--- src/rtl/pseudo_axi_splitter_pkg.sv ---
`default_nettype none
// ============================================================================
// pseudo_axi_pkg : shared command type and direction encodings
// Rev 1.0
// ============================================================================
package pseudo_axi_pkg;

   typedef struct packed {
      logic [7:0]  id;
      logic [31:0] addr;
      logic [7:0]  len;
      logic [2:0]  size;
      logic [1:0]  burst;
      logic [1:0]  lock;
   } paxi_cmd_t;

   localparam logic ATYPE_READ  = 1'b0;
   localparam logic ATYPE_WRITE = 1'b1;

endpackage
`default_nettype wire

--- src/rtl/paxi_cmd_fifo.sv ---
`default_nettype none
// ============================================================================
// paxi_cmd_fifo : register-based command FIFO with registered valid/occupancy
// Rev 1.0
// ============================================================================
module paxi_cmd_fifo
   import pseudo_axi_pkg::*;
#(
   parameter int DEPTH = 2
) (
   input  logic      clk,
   input  logic      reset,
   input  logic      push_valid_i,
   output logic      push_ready_o,
   input  paxi_cmd_t push_data_i,
   output logic      pop_valid_o,
   input  logic      pop_ready_i,
   output paxi_cmd_t pop_data_o,
   output logic      empty_o
);

   localparam int PW = (DEPTH > 1) ? $clog2(DEPTH) : 1;
   localparam int CW = $clog2(DEPTH) + 1;

   paxi_cmd_t         mem_q [DEPTH];
   logic [PW-1:0]     wr_ptr_q, rd_ptr_q;
   logic [CW-1:0]     count_q, count_d;
   logic              valid_q;
   logic              w_push, w_pop;

   assign push_ready_o = (count_q < CW'(DEPTH));
   // Output valid is masked during reset so it drops in the reset cycle itself.
   assign pop_valid_o  = valid_q & ~reset;
   assign pop_data_o   = mem_q[rd_ptr_q];
   assign empty_o      = (count_q == '0);

   assign w_push = push_valid_i & push_ready_o;
   assign w_pop  = pop_valid_o & pop_ready_i;

   always_comb begin
      count_d = count_q;
      case ({w_push, w_pop})
         2'b10:   count_d = count_q + CW'(1);
         2'b01:   count_d = count_q - CW'(1);
         default: count_d = count_q;
      endcase
   end

   always_ff @(posedge clk) begin
      if (reset) begin
         wr_ptr_q <= '0;
         rd_ptr_q <= '0;
         count_q  <= '0;
         valid_q  <= 1'b0;
      end else begin
         if (w_push) wr_ptr_q <= wr_ptr_q + PW'(1);
         if (w_pop)  rd_ptr_q <= rd_ptr_q + PW'(1);
         count_q <= count_d;
         valid_q <= (count_d != '0);
      end
   end

   always_ff @(posedge clk) begin
      if (w_push) mem_q[wr_ptr_q] <= push_data_i;
   end

endmodule
`default_nettype wire

--- src/rtl/pseudo_axi_splitter.sv ---
`default_nettype none
// ============================================================================
// pseudo_axi_splitter : splits a combined pseudo-AXI command stream into AR/AW
// Rev 1.0
// ============================================================================
module pseudo_axi_splitter
   import pseudo_axi_pkg::*;
#(
   parameter int FIFO_DEPTH = 2
) (
   input  logic        clk,
   input  logic        reset,
   input  logic [7:0]  paxi_aid,
   input  logic [31:0] paxi_aaddr,
   input  logic [7:0]  paxi_alen,
   input  logic [2:0]  paxi_asize,
   input  logic [1:0]  paxi_aburst,
   input  logic [1:0]  paxi_alock,
   input  logic        paxi_atype,
   input  logic        paxi_avalid,
   output logic        paxi_aready,
   output logic [7:0]  axi_arid,
   output logic [31:0] axi_araddr,
   output logic [7:0]  axi_arlen,
   output logic [2:0]  axi_arsize,
   output logic [1:0]  axi_arburst,
   output logic [1:0]  axi_arlock,
   output logic        axi_arvalid,
   input  logic        axi_arready,
   output logic [7:0]  axi_awid,
   output logic [31:0] axi_awaddr,
   output logic [7:0]  axi_awlen,
   output logic [2:0]  axi_awsize,
   output logic [1:0]  axi_awburst,
   output logic [1:0]  axi_awlock,
   output logic        axi_awvalid,
   input  logic        axi_awready,
   output logic        idle
);

   logic      hold_valid_q, hold_valid_d;
   logic      hold_type_q;
   paxi_cmd_t hold_cmd_q;
   paxi_cmd_t w_in_cmd, w_ar_head, w_aw_head;
   logic      w_ar_push, w_aw_push, w_ar_room, w_aw_room;
   logic      w_ar_empty, w_aw_empty, w_drain, w_accept;

   assign w_in_cmd = '{id: paxi_aid, addr: paxi_aaddr, len: paxi_alen,
                       size: paxi_asize, burst: paxi_aburst, lock: paxi_alock};

   assign w_ar_push = hold_valid_q & (hold_type_q == ATYPE_READ);
   assign w_aw_push = hold_valid_q & (hold_type_q == ATYPE_WRITE);
   assign w_drain   = (w_ar_push & w_ar_room) | (w_aw_push & w_aw_room);

   // Built only from hold state and registered FIFO occupancy: no paxi_* input path.
   assign paxi_aready = (~hold_valid_q | w_drain) & ~reset;
   assign w_accept    = paxi_avalid & paxi_aready;
   assign idle        = reset | (~hold_valid_q & w_ar_empty & w_aw_empty);

   always_comb begin
      hold_valid_d = hold_valid_q;
      if (w_accept)     hold_valid_d = 1'b1;
      else if (w_drain) hold_valid_d = 1'b0;
   end

   always_ff @(posedge clk) begin
      if (reset) begin
         hold_valid_q <= 1'b0;
         hold_type_q  <= ATYPE_READ;
         hold_cmd_q   <= '0;
      end else begin
         hold_valid_q <= hold_valid_d;
         if (w_accept) begin
            hold_type_q <= paxi_atype;
            hold_cmd_q  <= w_in_cmd;
         end
      end
   end

   paxi_cmd_fifo #(.DEPTH(FIFO_DEPTH)) u_ar_fifo (
      .clk          (clk),
      .reset        (reset),
      .push_valid_i (w_ar_push),
      .push_ready_o (w_ar_room),
      .push_data_i  (hold_cmd_q),
      .pop_valid_o  (axi_arvalid),
      .pop_ready_i  (axi_arready),
      .pop_data_o   (w_ar_head),
      .empty_o      (w_ar_empty)
   );

   paxi_cmd_fifo #(.DEPTH(FIFO_DEPTH)) u_aw_fifo (
      .clk          (clk),
      .reset        (reset),
      .push_valid_i (w_aw_push),
      .push_ready_o (w_aw_room),
      .push_data_i  (hold_cmd_q),
      .pop_valid_o  (axi_awvalid),
      .pop_ready_i  (axi_awready),
      .pop_data_o   (w_aw_head),
      .empty_o      (w_aw_empty)
   );

   assign axi_arid    = w_ar_head.id;
   assign axi_araddr  = w_ar_head.addr;
   assign axi_arlen   = w_ar_head.len;
   assign axi_arsize  = w_ar_head.size;
   assign axi_arburst = w_ar_head.burst;
   assign axi_arlock  = w_ar_head.lock;

   assign axi_awid    = w_aw_head.id;
   assign axi_awaddr  = w_aw_head.addr;
   assign axi_awlen   = w_aw_head.len;
   assign axi_awsize  = w_aw_head.size;
   assign axi_awburst = w_aw_head.burst;
   assign axi_awlock  = w_aw_head.lock;

endmodule
`default_nettype wire

--- config.mk ---
export PLATFORM = sky130hd
export DESIGN_NAME = pseudo_axi_splitter
export DESIGN_NICKNAME = d
export VERILOG_FILES = /design/src/rtl/pseudo_axi_splitter_pkg.sv /design/src/rtl/paxi_cmd_fifo.sv /design/src/rtl/pseudo_axi_splitter.sv
export SDC_FILE = /design/constraint.sdc
export NUM_CORES = 1
export LEC_CHECK = 0
export ABC_AREA = 0
export BUFFER_PORTS_ARGS = -buffer_cell sky130_fd_sc_hd__buf_2
export CAP_MARGIN = 20
export CORE_MARGIN = 3
export CORE_UTILIZATION = 34
export DETAILED_ROUTE_END_ITERATION = 6
export HOLD_SLACK_MARGIN = 0.15
export REMOVE_ABC_BUFFERS = 1
export SYNTH_ARGS = -nofsm -noshare
export SYNTH_HDL_FRONTEND = slang
export SYNTH_SLANG_ARGS = --single-unit
--- constraint.sdc ---
create_clock -name clk -period 4.5 [get_ports clk]
set_clock_uncertainty 0.2 [all_clocks]
set_input_delay 1.125 -clock clk [delete_from_list [all_inputs] [get_ports clk]]
set_output_delay 1.125 -clock clk [all_outputs]
set_load 0.01 [all_outputs]
==> reports/qor.txt <==
Status: completed
Syn Std Cell Area: 0.01029 mm2
Sequential fraction of the synthesis area: 77.62%
Most common cell after layout, fill and taps aside: edfxtp_1
DIE AREA: 0.03239 mm2
Root Driver: clkbuf_16
Final GP Congestion: 0.6621
CTS tree: built
LEAKAGE: 4.637 nW
Placement Cell Area: 0.01161 mm2
Final period util: 79.49%
Die Y: 180.0 um
Switching pwr: 1.210 mW
Final setup fails: 0
Hold Crit Depth: 0
Clk sinks: 289
Layout Utilization: 42.49%
Endpoint, Worst Hold: u_aw_fifo.mem_q[1][16]
Combinational power share: 6.0%
Distinct cell type count after synthesis: 31
Clock latency on the worst-skew pair: 0.54 ns
Area share of the largest cell type after synthesis: 64.19%
Slew Viols, Final: 0
Ant diodes: 0
Worst setup SP type: register
Antenna violations before repair: 1
Synth Area in Adders: 0.2432%
Fill count: 2663
Clock power share: 42.2%
Drt initial violations: 307
Share of layout cells above drive strength 1: 45.68%
Hold slack: 0.3063 ns
XOR/XNOR share of the synthesized area: 0.6809%
Crit path max fanout: 20
Hold Path Class: reg2reg
Reg power frac: 51.9%
RR Startpoint: hold_valid_q
Core Area: 0.02972 mm2
H-tree levels: 1
Fmax: 0.2795 GHz
Main combinational cell family by area after synthesis: multiplexers
Total setup buffers inserted after CTS: 0
Switch share: 20.58%
Tmin final: 3.577 ns
FF-to-FF setup slack: 1.87 ns
Cell accounting for the most synthesized area: edfxtp_1
Maximum clock insertion buffer count: 3
GRT overflow: 0
Routed len/inst: 19.21 um
Pin count of the biggest net entering global routing: 56
Cells after Synth: 540
Critical path type: reg2out
Slew headroom: 35.24%
Final Hold Viols: 0
R2r endpoint: u_ar_fifo.mem_q[0][50]
First-pass GRT wire length: 33730 um
Critical Path AT: 2.25 ns
IO Count: 175
Hold buffer count at cts: 0
Vias: 5347
Number of synthesized register bits: 289
Total power: 5.876 mW
DRT Pass-1 Iters: 4
RSZ-0062 raised after global routing: false
Final setup TNS: 0 ns
Post-route ant nets: 0
Buffers added on ports: 174
DR vias/cell: 4.678
Gates resized, CTS repair: 0
CP required: 3.17 ns
Vias in the first global route: 5644
Worst hold path startpoint: hold_cmd_q[16]
Mux cell area share after synthesis: 12.18%
Nets@finish: 792
Commonest non-fill, non-tap cells in the layout: 220 x edfxtp_1, 174 x buf_2, 110 x mux2_2, 67 x dfxtp_1, 55 x a22o_1
Num rows: 63
Chip Width: 180.0 um
Final wirelength: 21960 um
Max IR drop VDD: 424.7 uV
Worst-path clk slew: 0.06 ns
Pwr dens: 465.4 mW/mm2
Area grow syn2layout: 22.70%
Type of destination of the critical path: output port
Number of flops mapped to enable cells by yosys: 220
Internal power: 4.667 mW
R2R cell count: 4
CTS Buf Count: 30
Dominant cells by area after synthesis: edfxtp_1 64%, dfxtp_1 13%, mux2_2 12%
Yosys warns: 0
DRC: 0
Total global-route track usage: 13.29%
Worst slew pin tran: 0.9691 ns
Post-route design area: 0.01263 mm2
Fraction of registers with async set or reset after synthesis: 0%
DPL Wire Length: 12700 um
Maxcap violations: 0
Syn avg cell area: 19.06 um2
Starting Density: 34.63%
Synth Area in Simple Gates: 1.617%
Synth Area in Compound Gates: 5.775%
Synth Flop Type: edfxtp_1
==> flip-flops by register name, indices dropped and copies added (netlist names), 2 cells and up, named ones only <==
register / count
u_ar_fifo.mem_q: 110
u_ar_fifo.count_q: 2
u_aw_fifo.mem_q: 110
u_aw_fifo.count_q: 2
hold_cmd_q: 55
==> power by group through the flow <==
stage	clock network (mW)	registers (mW)	logic (mW)
3_5_place_dp	0	3.11	0.358
5_1_grt	2.67	3.06	0.383
4_1_cts	2.55	3.05	0.360
2_1_floorplan	0	3.08	0.197
6_report	2.48	3.05	0.350
3_3_place_gp	0	3.10	0.357
==> metal layers <==
layer  up-vias  wire, um  part of all wire (%)  GRT usage, %
met3        34      1297                   5.9         3.157
met5         -        11                 0.050             0
met4         2       449                   2.0         2.939
met2       153     10520                    48         21.93
met1      2677      9686                    44         18.00
li1       2481         -                     -             -
==> worst max-delay path by stage <==
stage | depth (start not counted) | startpoint | to
detailed placement | 3 | reset | idle
CTS | 3 | register | axi_awaddr[29]
global placement | 3 | reset | idle
finish | 3 | register | axi_awaddr[2]
global route | 3 | register | axi_awaddr[15]
floorplan | 3 | hold_valid_q | u_ar_fifo.mem_q[0][0]
==> cell usage after synthesis (all sizes together) (2+ instances only) <==
cell      n
a22o     55
ha        2
inv       3
edfxtp  220
clkbuf    4
nand2b    2
dfxtp    69
nor2b     5
a21oi     7
nor3b     2
and2      3
nor2     12
or3       2
xnor2     5
xor2      3
o21ai     2
nand2     3
buf      21
mux2    111
==> final cells by class <==
class / instances / area, um2 / area share (%)
flip-flops and latches: 289 / 7993 / 63.30
repair buffers: 182 / 980.9 / 7.769
multi-input cells: 223 / 2142 / 16.96
clock inverters: 9 / 116.4 / 0.9215
clock buffers: 47 / 895.9 / 7.095
inverters: 3 / 11.26 / 0.08918
well taps: 390 / 488.0 / 3.864
==> critical path, stage by stage (launching register included) <==
cell     delay, ns
dfxtp_2       0.74
buf_4         0.43
mux2_2        0.39
buf_2         0.14
==> metrics by stage <==
step	instances	setup WS, ns
after floorplan	515	0.6803
after global placement	1087	1.404
after detailed placement	1087	1.408
after CTS	1143	0.8416
after global routing	1143	0.7966
final	1143	0.9228
==> cells by family (layout without fill, tap and decap cells) <==
family	Yosys count	after routing
mux	111	111
buf+inv	28	241
xor+xnor	8	8
simple gates	32	32
flops	289	289
fa+ha+maj	2	2
compound gates	70	70
Power figures use the tool's default switching activity.
